$ cat config.mk
export PLATFORM = sky130hd
export DESIGN_NAME = ps2_receiver_flat
export DESIGN_NICKNAME = d
export VERILOG_FILES = /design/src/rtl/ps2_receiver_pkg.sv /design/src/rtl/ps2_receiver_if.sv /design/src/rtl/ps2_receiver.sv /design/src/flat_wrapper.sv
export SDC_FILE = /design/constraint.sdc
export NUM_CORES = 1
export LEC_CHECK = 0
export ABC_AREA = 1
export CAP_MARGIN = 10
export CORE_MARGIN = 1.5
export CORE_UTILIZATION = 42
export DETAILED_ROUTE_END_ITERATION = 7
export SLEW_MARGIN = 10
export SYNTH_ARGS = -nofsm -noshare
export SYNTH_HDL_FRONTEND = slang
export SYNTH_SLANG_ARGS = --single-unit
$ cat constraint.sdc
create_clock -name i_clk -period 1.8 [get_ports i_clk]
set_clock_uncertainty 0.2 [all_clocks]
set_input_delay 0.27 -clock i_clk [delete_from_list [all_inputs] [get_ports i_clk]]
set_output_delay 0.27 -clock i_clk [all_outputs]
set_load 0.03 [all_outputs]
$ cat src/rtl/ps2_receiver_pkg.sv
// Shared types and constants for the PS/2 keyboard receiver.
package ps2_receiver_pkg;

  // Frame-level receiver states.
  typedef enum logic [1:0] {
    StIdle,
    StData,
    StParity,
    StStop
  } ps2_state_t;

  // Data bits per PS/2 frame.
  localparam int unsigned Ps2DataBits = 8;

  // PS/2 uses odd parity: data plus parity bit must hold an odd number of ones.
  function automatic logic odd_parity_ok(input logic [Ps2DataBits-1:0] i_byte,
                                         input logic                   i_parity);
    return ^{i_byte, i_parity};
  endfunction

endpackage

$ cat src/rtl/ps2_receiver_if.sv
// PS/2 line inputs plus the byte valid/ready channel and error pulses.
// The master side is the receiver (it sources bytes); the slave side is the
// environment that drives the PS/2 lines and consumes bytes.
interface ps2_receiver_if;

  logic                                    ps2_clk;
  logic                                    ps2_data;
  logic [ps2_receiver_pkg::Ps2DataBits-1:0] data;
  logic                                    valid;
  logic                                    ready;
  logic                                    parity_error;
  logic                                    frame_error;
  logic                                    overrun;

  modport master (
    input  ps2_clk,
    input  ps2_data,
    input  ready,
    output data,
    output valid,
    output parity_error,
    output frame_error,
    output overrun
  );

  modport slave (
    output ps2_clk,
    output ps2_data,
    output ready,
    input  data,
    input  valid,
    input  parity_error,
    input  frame_error,
    input  overrun
  );

endinterface

$ cat src/rtl/ps2_receiver.sv
// PS/2 keyboard frame receiver: synchronises the debounced PS/2 lines, shifts in
// start/data/parity/stop on falling PS/2 clock edges, checks the frame and hands
// good bytes to a one-entry holding register with a valid/ready interface.
module ps2_receiver
  import ps2_receiver_pkg::*;
#(
  parameter int unsigned TimeoutCycles = 4096
) (
  input logic            i_clk,
  input logic            i_reset,
  ps2_receiver_if.master io_bus
);

  localparam int unsigned CntW    = (TimeoutCycles > 2) ? $clog2(TimeoutCycles) : 1;
  localparam int unsigned BitCntW = $clog2(Ps2DataBits);

  localparam logic [CntW-1:0]    TimeoutMax = CntW'(TimeoutCycles - 1);
  localparam logic [BitCntW-1:0] LastBit    = BitCntW'(Ps2DataBits - 1);

  // Synchronisers and edge detect
  logic r_clk_meta;
  logic r_clk_sync;
  logic r_clk_prev;
  logic r_data_meta;
  logic r_data_sync;
  logic w_fall;

  // Frame state
  ps2_state_t             r_state;
  logic [Ps2DataBits-1:0] r_shift;
  logic                   r_parity;
  logic [BitCntW-1:0]     r_bit_cnt;
  logic [CntW-1:0]        r_tmo_cnt;

  // Frame verdicts for the current cycle
  logic w_timeout;
  logic w_stop_fall;
  logic w_frame_bad;
  logic w_parity_bad;
  logic w_good;

  // Holding register and pulse outputs
  logic [Ps2DataBits-1:0] r_data;
  logic                   r_valid;
  logic                   r_parity_error;
  logic                   r_frame_error;
  logic                   r_overrun;

  // Two-flop synchronisers (idle-high lines, so reset to 1) and previous clock sample.
  always_ff @(posedge i_clk) begin
    if (i_reset) begin
      r_clk_meta  <= 1'b1;
      r_clk_sync  <= 1'b1;
      r_clk_prev  <= 1'b1;
      r_data_meta <= 1'b1;
      r_data_sync <= 1'b1;
    end else begin
      r_clk_meta  <= io_bus.ps2_clk;
      r_clk_sync  <= r_clk_meta;
      r_clk_prev  <= r_clk_sync;
      r_data_meta <= io_bus.ps2_data;
      r_data_sync <= r_data_meta;
    end
  end

  assign w_fall = ~r_clk_sync & r_clk_prev;

  // Classify this cycle: timeout, or the stop-bit edge ending a bad or good frame.
  always_comb begin
    w_timeout    = 1'b0;
    w_stop_fall  = 1'b0;
    w_frame_bad  = 1'b0;
    w_parity_bad = 1'b0;
    w_good       = 1'b0;
    // A falling edge in the expiry cycle wins over the timeout.
    w_timeout    = (r_state != StIdle) && !w_fall && (r_tmo_cnt == TimeoutMax);
    w_stop_fall  = (r_state == StStop) && w_fall;
    // Stop-bit error takes priority over parity error.
    w_frame_bad  = w_stop_fall && !r_data_sync;
    w_parity_bad = w_stop_fall && r_data_sync && !odd_parity_ok(r_shift, r_parity);
    w_good       = w_stop_fall && r_data_sync && odd_parity_ok(r_shift, r_parity);
  end

  // Frame FSM: shifts bits on falling PS/2 edges and aborts on inter-bit timeout.
  always_ff @(posedge i_clk) begin
    if (i_reset) begin
      r_state   <= StIdle;
      r_shift   <= '0;
      r_parity  <= 1'b0;
      r_bit_cnt <= '0;
      r_tmo_cnt <= '0;
    end else begin
      if (w_fall || (r_state == StIdle)) begin
        r_tmo_cnt <= '0;
      end else begin
        r_tmo_cnt <= r_tmo_cnt + 1'b1;
      end

      if (w_timeout) begin
        r_state   <= StIdle;
        r_shift   <= '0;
        r_bit_cnt <= '0;
      end else if (w_fall) begin
        unique case (r_state)
          StIdle: begin
            // A high bit while idle is line noise, not a start bit.
            if (!r_data_sync) begin
              r_state   <= StData;
              r_shift   <= '0;
              r_bit_cnt <= '0;
            end
          end
          StData: begin
            // LSB arrives first, so shift right and insert at the top.
            r_shift   <= {r_data_sync, r_shift[Ps2DataBits-1:1]};
            r_bit_cnt <= r_bit_cnt + 1'b1;
            if (r_bit_cnt == LastBit) begin
              r_state <= StParity;
            end
          end
          StParity: begin
            r_parity <= r_data_sync;
            r_state  <= StStop;
          end
          StStop: begin
            r_state <= StIdle;
          end
          default: begin
            r_state <= StIdle;
          end
        endcase
      end
    end
  end

  // One-entry holding register and one-cycle error/overrun pulses.
  always_ff @(posedge i_clk) begin
    if (i_reset) begin
      r_data         <= '0;
      r_valid        <= 1'b0;
      r_parity_error <= 1'b0;
      r_frame_error  <= 1'b0;
      r_overrun      <= 1'b0;
    end else begin
      r_parity_error <= w_parity_bad;
      r_frame_error  <= w_frame_bad | w_timeout;
      r_overrun      <= 1'b0;
      if (w_good) begin
        // Accept when empty or when the held byte leaves this same cycle.
        if (!r_valid || io_bus.ready) begin
          r_data  <= r_shift;
          r_valid <= 1'b1;
        end else begin
          r_overrun <= 1'b1;
        end
      end else if (r_valid && io_bus.ready) begin
        r_valid <= 1'b0;
      end
    end
  end

  assign io_bus.data         = r_data;
  assign io_bus.valid        = r_valid;
  assign io_bus.parity_error = r_parity_error;
  assign io_bus.frame_error  = r_frame_error;
  assign io_bus.overrun      = r_overrun;

endmodule

$ cat src/flat_wrapper.sv
// flat-port wrapper written by rule: the top's interface ports become plain ports
module ps2_receiver_flat import ps2_receiver_pkg::*;
#(
  parameter int unsigned TimeoutCycles = 4096
)
  (i_clk, i_reset, io_bus_ps2_clk, io_bus_ps2_data, io_bus_ready, io_bus_data, io_bus_valid, io_bus_parity_error, io_bus_frame_error, io_bus_overrun);
  ps2_receiver_if io_bus_i ();
  input logic i_clk;
  input logic i_reset;
  input wire logic [$bits(io_bus_i.ps2_clk)-1:0] io_bus_ps2_clk;
  input wire logic [$bits(io_bus_i.ps2_data)-1:0] io_bus_ps2_data;
  input wire logic [$bits(io_bus_i.ready)-1:0] io_bus_ready;
  output wire logic [$bits(io_bus_i.data)-1:0] io_bus_data;
  output wire logic [$bits(io_bus_i.valid)-1:0] io_bus_valid;
  output wire logic [$bits(io_bus_i.parity_error)-1:0] io_bus_parity_error;
  output wire logic [$bits(io_bus_i.frame_error)-1:0] io_bus_frame_error;
  output wire logic [$bits(io_bus_i.overrun)-1:0] io_bus_overrun;
  assign io_bus_i.ps2_clk = io_bus_ps2_clk;
  assign io_bus_i.ps2_data = io_bus_ps2_data;
  assign io_bus_i.ready = io_bus_ready;
  assign io_bus_data = io_bus_i.data;
  assign io_bus_valid = io_bus_i.valid;
  assign io_bus_parity_error = io_bus_i.parity_error;
  assign io_bus_frame_error = io_bus_i.frame_error;
  assign io_bus_overrun = io_bus_i.overrun;
  ps2_receiver #(.TimeoutCycles(TimeoutCycles)) u_core (.i_clk(i_clk), .i_reset(i_reset), .io_bus(io_bus_i));
endmodule
Word level (Yosys, flattened, before mapping)
Cells that the tools add are included. Widths: inputs -> output; s select.

Bits in registers: 43. Input port bits: 5. Output and inout bits: 12. Word-level logic and storage cells: 68.

Add/subtract/negate cells: 2. Eq/ne operators: 8. Multiplexer cells: 11. Bitwise operators: 5. Reductions and logical operators: 27.

Operators with widths (number): $pmux 8 s2 (1); $add 12x1->12 const B (1); $eq 12x12->1 const B (1); $reduce_and 3->1 (3); $reduce_xor 9->1 (1); $logic_and 1x1->1 (8); $mux 8 (1); $pmux 2 s4 (1); $pmux 3 s2 (1); $reduce_bool 2->1 (3); $reduce_or 2->1 (3); $eq 2x2->1 const B (2); $logic_not 1->1 (4); $mux 1 (4); $mux 2 (2); $ne 2x2->1 const B (2); $reduce_and 2->1 (2); $add 3x1->3 const B (1); $eq 3x3->1 const B (1); $mux 3 (1); $not 1->1 (3); $eq 2x1->1 const B (1); $logic_not 2->1 (1); $logic_or 1x1->1 (2); other kinds (3) (3).

Logic depth before layout (Yosys ltp)
Gate-level depths: netlist of run 1.

Depth in word-level cells: 7. Mapped depth: 12. Depth with buffers taken out: 11.

Least setup slack after synthesis of run 1
OpenSTA, ideal clock, no wires.

Kind: register to register. Start: reg u_core.r_tmo_cnt[0]. End: reg u_core.r_state[0]. Setup time: 0.119 ns. Arrival: 1.418 ns. Data required time: 1.481 ns. Slack: 0.063 ns. Stages on the path, launching flop included: 12. Path buffers: 1. Clock period less this slack: 1.737 ns. Cell sequence: dfxtp_1 > ha_1 > nand2_1 > inv_1 > nand2_1 > nor3_1 > nand2_1 > nor2_1 > nand3b_1 > nand2_1 > buf_4 > a21oi_1.

Word-level cells in the longest chain between the ends: 3.

RTL lines: start: declaration (line ps2_receiver.sv:33) `logic [CntW-1:0] r_tmo_cnt;`; start signal: assignment (line ps2_receiver.sv:96) `r_tmo_cnt <= r_tmo_cnt + 1'b1;`; $eq 12x12->1 (line ps2_receiver.sv:76) `w_timeout = (r_state != StIdle) && !w_fall && (r_tmo_cnt == TimeoutMax);`; $logic_and 1x1->1 (line ps2_receiver.sv:76); $reduce_or 2->1 (no line); end signal: assignment (line ps2_receiver.sv:87) `r_state <= StIdle;`; end signal: assignment (line ps2_receiver.sv:100) `r_state <= StIdle;`; end signal: assignment (line ps2_receiver.sv:108) `r_state <= StData;`; end: declaration (line ps2_receiver.sv:29) `ps2_state_t r_state;`.

Every way passes these cells. A chain may end at the register's enable or synchronous reset.

Final worst setup path of run 1
Start: reg u_core.r_data[1] (netlist: u_core.io_bus.data[1]). End: out io_bus_data[1].

RTL lines: start: declaration (line ps2_receiver.sv:43) `logic [Ps2DataBits-1:0] r_data;`; start signal: assignment (line ps2_receiver.sv:151) `r_data <= r_shift;`; end: declaration (line flat_wrapper.sv:13) `output wire logic [$bits(io_bus_i.data)-1:0] io_bus_data;`.

No word-level cell between the ends.

==> reports/metrics.yaml, run 1 <==
sta:
  drv_slew: 0
  period_needed_ps: 1760
  slew_headroom: 0.785
  rsz0062_at_grt: "yes"
  holdWs_ps: 216
  finalHoldViolations: 0
  clock.fmax_mhz: 567
  tightest_slew_ps: 319
  min_period_over_period: 0.981
  setup-violations-final: 0
setup_path:
  cp.required_ps: 1330
  path_cells: "clkdlybuf4s50_1"
  cp_slowest_cell: "clkdlybuf4s50_1"
  end_kind: "output port"
  cpPeakStageDelay_ps: 660
  crit_family: "buffers and inverters"
  cp.arrival_ps: 1290
  worst-path-buf-inv: 1
  crit_type: "flop to output port"
  start_kind: "flop"
  cp_max_fo: 2
routing:
  drc: 0
  ant_nets: 0
  firstDrtPassIters: 4
  initialDrtViolationCount: 88
  routed_wl_microns: 3790
  wl_per_cell_microns: 10.9
  vias: 1675
  vias_per_cell: 4.80
global_routing:
  grt_pass1_wl_microns: 6650
  grt-ovfl-total: 0
  grt_usage: 0.164
  antenna_found_initial: 0
  grt_max_degree: 17
  grt_pass1_vias: 1543
clock_tree:
  clockBufferDepth: 2
  clk_latency_ps: 300
  cts.sinks: 43
  hold_buffers: 0
  cts.clk_slew.worst_paths_ps: 90
  cts-root-buf: "clkbuf_8"
  cts_tree: "done"
  htreeDepth: 2
  numCtsBuffers: 5
placement:
  dp_hpwl_microns: 2690
  place_inst: 340
  gp_congestion: 0.811
  portBuffers: 16
  place_area_sq_um: 2220
synthesis:
  synth_cell_types: 27
  syn_area_sq_um: 1940
  yosys-top-cells-count: "67 x nand2_1, 43 x dfxtp_1, 38 x inv_1"
  synth-edff-count: 0
  ys.flop_type: "dfxtp_1"
  yosysTopAreaCell: "dfxtp_1"
  synth-async-reset-ratio: 0
  ys_ff_latch: 43
  synth_cells: 268
  yosys_warnings: 0
  ys_seq_area_frac: 0.443
  yosysMostFrequentCell: "nand2_1"
  avgSynthCellArea_sq_um: 7.26
  netlist_top_cells_area: "dfxtp_1 44%, nand2_1 13%, inv_1 7.3%"
  synth_nets: 280
  yosysTopAreaCellShare: 0.443
cells_and_area:
  final_nets: 308
  final-instance-count-excl-fill: 349
  final.fill_count: 435
  area_delta_synth_final_pct: 24.2
  final_area_sq_um: 2410
  n_antenna_cell: 0
  finish.utilization: 0.547
  layout-drive-gt1-share: 0.162
floorplan:
  die_area_sq_um: 5050
  die_x_microns: 71.0
  io_pins: 17
  dieHeight_microns: 71.0
  rows: 24
  initial_core_util: 0.440
  core_sq_um: 4410
power_and_ir_drop:
  power.total_mw: 1.76
  power_density_nw_per_um2: 727
  p_leak_nw: 1.16
  ir_drop_mv: 0.355
hold_path:
  hold_class: "flop to flop"
job:
  maxCapViolations: 0
outcome:
  run_status: "finished clean"
==> what timing repair did <==
item,in CTS,in global routing
endpoints found under the hold margin,0,0
setup buffers,0,0
cloned,0,1
gates resized for setup,5,24
endpoints found under the setup margin,14,38
==> layer usage <==
metal | share of wire | vias up | wire, microns | track usage
met4 | 0.019 | 0 | 73 | 0.0692
met1 | 0.50 | 741 | 1910 | 0.212
met2 | 0.45 | 22 | 1710 | 0.267
li1 | - | 905 | - | -
met3 | 0.027 | 7 | 102 | 0.0342
met5 | 0 | - | 0 | 0
==> where the power goes <==
part	total, mW	internal [mW]	leakage (nW)	switching (mW)
clock	0.751	0.413	0.0581	0.338
combinational	0.0460	0.0228	0.756	0.0232
sequential	0.958	0.955	0.351	0.00281
==> state kept, by name (all words and copies together) (netlist names) <==
name,count
u_core.r_shift,8
u_core.r_data_meta,1
u_core.io_bus.overrun,1
u_core.r_parity,1
u_core.r_state,2
u_core.io_bus.valid,1
u_core.r_clk_prev,1
u_core.io_bus.data,8
u_core.r_clk_sync,1
u_core.r_tmo_cnt,12
u_core.r_clk_meta,1
u_core.io_bus.frame_error,1
u_core.r_data_sync,1
u_core.io_bus.parity_error,1
u_core.r_bit_cnt,3
==> cell families after synthesis <==
kind of cell | synth area share
xor gates and xnor gates | 0.0135
and+or+nand+nor | 0.306
DFF | 0.443
AOI/OAI and AO/OA | 0.0933
adders and majority gates | 0.0450
buffers and inverters | 0.0997
==> stage by stage <==
stage / setup WS, ps / setup TNS [ps]
floorplan: 62.6 / 0
global placement: -26.7 / -87.6
detailed placement: -52.9 / -608
CTS: 1.30 / 0
global route: -68.3 / -765
finish: 35.0 / 0
==> final cells by class <==
| type | count | area [sq um] | area share |
|---|---|---|---|
| sequential | 43 | 870 | 0.360 |
| tap | 52 | 65.1 | 0.0269 |
| inverter | 39 | 146 | 0.0606 |
| clock buffer | 5 | 68.8 | 0.0285 |
| clock inverter | 3 | 43.8 | 0.0181 |
| multi-input combinational | 180 | 950 | 0.393 |
| timing repair buffer | 27 | 272 | 0.112 |
==> cells in the final DEF (no fill, tap or decap) <==
master	netlist	final
nand2_1	67	63
inv_1	38	36
dfxtp_1	43	36
nor2_1	30	27
a21oi_1	23	22
nand3_1	18	18
buf_4	1	10
o21ai_0	9	9
clkdlybuf4s50_1	0	8
dlymetal6s2s_1	0	7
dfxtp_2	0	7
nand2_2	2	6
ha_1	7	6
clkbuf_8	1	5
nand4_1	4	4
or2_2	4	4
inv_2	1	3
nor2_2	0	3
nand3b_1	3	3
xor2_1	2	2
nand4_4	1	2
a21oi_2	0	1
o21a_1	1	1
nor3_2	0	1
xnor2_1	1	1
nand3_2	1	1
a31oi_1	1	1
nor3b_1	1	1
a211oi_1	1	1
nor3_1	2	1
nor4_1	1	1
ha_4	0	1
clkinv_2	0	1
clkinv_4	0	1
bufinv_16	0	1
dlygate4sd2_1	0	1
buf_12	0	1
==> worst paths after layout <==
path,depth (start not counted),from,end,slack [ps]
worst max-delay path,1,u_core.io_bus.data[1],io_bus_data[1],40
worst max register to register,11,u_core.r_tmo_cnt[0],u_core.r_shift[2],110
worst min-delay path,1,u_core.r_clk_meta,u_core.r_clk_sync,220
worst min register to register,1,u_core.r_clk_meta,u_core.r_clk_sync,220
No activity file was read; power rests on OpenSTA's default activity.
==> run 2: changes to the inputs <==
--- a/config.mk
+++ b/config.mk
@@ -8,7 +8,7 @@
 export ABC_AREA = 1
 export CAP_MARGIN = 10
 export CORE_MARGIN = 1.5
-export CORE_UTILIZATION = 42
+export CORE_UTILIZATION = 35
 export DETAILED_ROUTE_END_ITERATION = 7
 export SLEW_MARGIN = 10
 export SYNTH_ARGS = -nofsm -noshare
==> reports/metrics.yaml, run 2 (synthesized netlist as in run 1, its figures left out) <==
clock_tree:
  cts_tree: "done"
  htreeDepth: 2  # unchanged
  cts-root-buf: "clkbuf_8"
  hold_buffers: 0  # unchanged
  cts.clk_slew.worst_paths_ps: 90  # about the same
  cts.sinks: 43  # unchanged
  numCtsBuffers: 5  # unchanged
  clk_latency_ps: 310  # about the same
  clockBufferDepth: 2  # unchanged
setup_path:
  path_cells: "clkdlybuf4s50_1"
  cp_max_fo: 2  # unchanged
  worst-path-buf-inv: 1  # unchanged
  cp.arrival_ps: 1300  # about the same
  start_kind: "flop"
  cp.required_ps: 1330  # about the same
  cp_slowest_cell: "clkdlybuf4s50_1"
  crit_family: "buffers and inverters"
  cpPeakStageDelay_ps: 660  # about the same
  end_kind: "output port"
  crit_type: "flop to output port"
power_and_ir_drop:
  swShare: 0.226  # +0.0183
  p_comb_frac: 0.034  # +0.008
  ir_drop_mv: 0.391  # +10%
  internal_power_mw: 1.25  # -9.8%
  clockPowerShare: 0.375  # -0.053
  power_density_nw_per_um2: 643  # -12%
  p_sw_mw: 0.366  # +0.44%
  p_leak_nw: 1.23  # +5.3%
  seqPwrFrac: 0.591  # +0.045
cells_and_area:
  final_common_cell: "nand2_1"
  largest_reg_flops: 12  # unchanged
  multi_input_area_sq_um: 977  # +2.9%
  register_area_sq_um: 871  # +0.14%
  layout_common_cells: "64 x nand2_1, 35 x inv_1, 35 x dfxtp_1, 27 x nor2_1, 18 x nand3_1"
  largest-register: "u_core.r_tmo_cnt"
  final.fill_count: 515  # +18%
  n_antenna_cell: 0  # unchanged
  area_delta_synth_final_pct: 29.7
  layout-drive-gt1-share: 0.210  # +0.0482
  final_nets: 316  # +2.6%
placement:
  dp_slack_ps: 6.72  # +59.7 ps
  portBuffers: 16  # unchanged
  dp_hpwl_microns: 2740  # +1.9%
  gp_congestion: 0.887  # +9.4%
sta:
  period_needed_ps: 1770  # +4.80 ps
  slew_headroom: 0.786  # +0.000844
  min_period_over_period: 0.983  # +0.00267
  setup-violations-final: 0  # unchanged
  drv_slew: 0  # unchanged
  rsz0062_at_grt: "yes"
  tightest_slew_ps: 320  # +1.10 ps
  holdWs_ps: 214  # -2.28 ps
  fin_setup_tns_ps: 0  # unchanged
  setup_slack_ps: 30.2  # -4.80 ps
  clock.fmax_mhz: 565  # -0.27%
  finalHoldViolations: 0  # unchanged
job:
  maxCapViolations: 0  # unchanged
routing:
  vias: 1745  # +4.2%
  initialDrtViolationCount: 99  # +13%
  drc: 0  # unchanged
  routed_wl_microns: 3990  # +5.2%
  ant_nets: 0  # unchanged
  firstDrtPassIters: 4  # unchanged
  wl_per_cell_microns: 10.6  # -2.1%
  vias_per_cell: 4.65  # -3.0%
global_routing:
  grt_pass1_vias: 1613  # +4.5%
  antenna_found_initial: 0  # unchanged
  grt_pass1_wl_microns: 6770  # +1.8%
  grt_usage: 0.141  # -0.0231
  grt_max_degree: 17  # unchanged
  grt-ovfl-total: 0  # unchanged
hold_path:
  hold_class: "flop to flop"
floorplan:
  die_x_microns: 77.5  # +9.1%
  io_pins: 17  # unchanged
  core_sq_um: 5240  # +19%
  initial_core_util: 0.371  # -0.0692
  die_area_sq_um: 6010  # +19%
  rows: 26  # +8.3%
  dieHeight_microns: 77.5  # +9.1%
outcome:
  run_status: "finished clean"
-- run 2: cell types whose count changed in the layout (fill, tap and decap cells not counted), sizes merged --
cell,delta
clkinv,-1
dlymetal6s2s,+2
clkbuf,+2
clkdlybuf4s50,-1
clkinvlp,+1
dlygate4sd2,-1
buf,+7
bufinv,-1
-- run 2: final timing paths --
check	from	endpoint	slack, ps	cells after the start
worst max-delay path	u_core.io_bus.data[5]	io_bus_data[5]	30	1
worst min-delay path	u_core.r_data_meta	u_core.r_data_sync	210	1
worst max register to register	u_core.r_tmo_cnt[0]	u_core.r_bit_cnt[1]	70	11
worst min register to register	u_core.r_data_meta	u_core.r_data_sync	210	1
-- run 2: layer usage --
layer	routed length (microns)	global-route usage	vias to the layer above	share of wire
met3	159	0.0376	8	0.040
met2	1780	0.231	30	0.45
met5	0	0	-	0
li1	-	-	921	-
met1	1970	0.170	786	0.49
met4	82	0.0709	0	0.021
-- run 2: power groups by stage --
| stage | Clock, mW | Combinational [mW] | Sequential, mW |
|---|---|---|---|
| after floorplan | 0 | 0.0246 | 0.980 |
| after global placement | 0 | 0.0460 | 0.980 |
| after detailed placement | 0 | 0.0459 | 0.980 |
| after CTS | 0.626 | 0.0460 | 0.958 |
| after global routing | 0.668 | 0.0598 | 0.959 |
| final | 0.608 | 0.0546 | 0.958 |
-- run 2: what timing repair did --
action                                  4_1_cts  5_1_grt
endpoints found under the hold margin         0        0
gates cloned                                  0        2
pin swaps                                     0        1
endpoints found under the setup margin        9       30
setup buffers                                 0        0
gates resized for setup                       1       39
-- run 2: layout make-up --
class / count / share of cell area
clock buffer: 6 / 0.0288
sequential: 43 / 0.345
inverter: 39 / 0.0580
multi-input combinational: 180 / 0.387
timing repair buffer: 35 / 0.141
tap: 70 / 0.0347
clock inverter: 2 / 0.00496
-- run 2: stage by stage --
stage                     utilization  cell area (sq um)  cells  power [mW]
after floorplan                     -               1940    268        1.00
after global placement          0.438               2290    365        1.03
after detailed placement        0.438               2290    365        1.03
after CTS                       0.455               2380    373        1.63
after global routing            0.482               2520    375        1.69
final                           0.482               2520    375        1.62
==> run 3: changes to the inputs <==
--- a/config.mk
+++ b/config.mk
@@ -10,6 +10,7 @@
 export CORE_MARGIN = 1.5
 export CORE_UTILIZATION = 35
 export DETAILED_ROUTE_END_ITERATION = 7
+export GPL_ROUTABILITY_DRIVEN = 0
 export SLEW_MARGIN = 10
 export SYNTH_ARGS = -nofsm -noshare
 export SYNTH_HDL_FRONTEND = slang
==> results of run 3 <==
No change in the layout: final DEF, timing and power equal those of run 2.
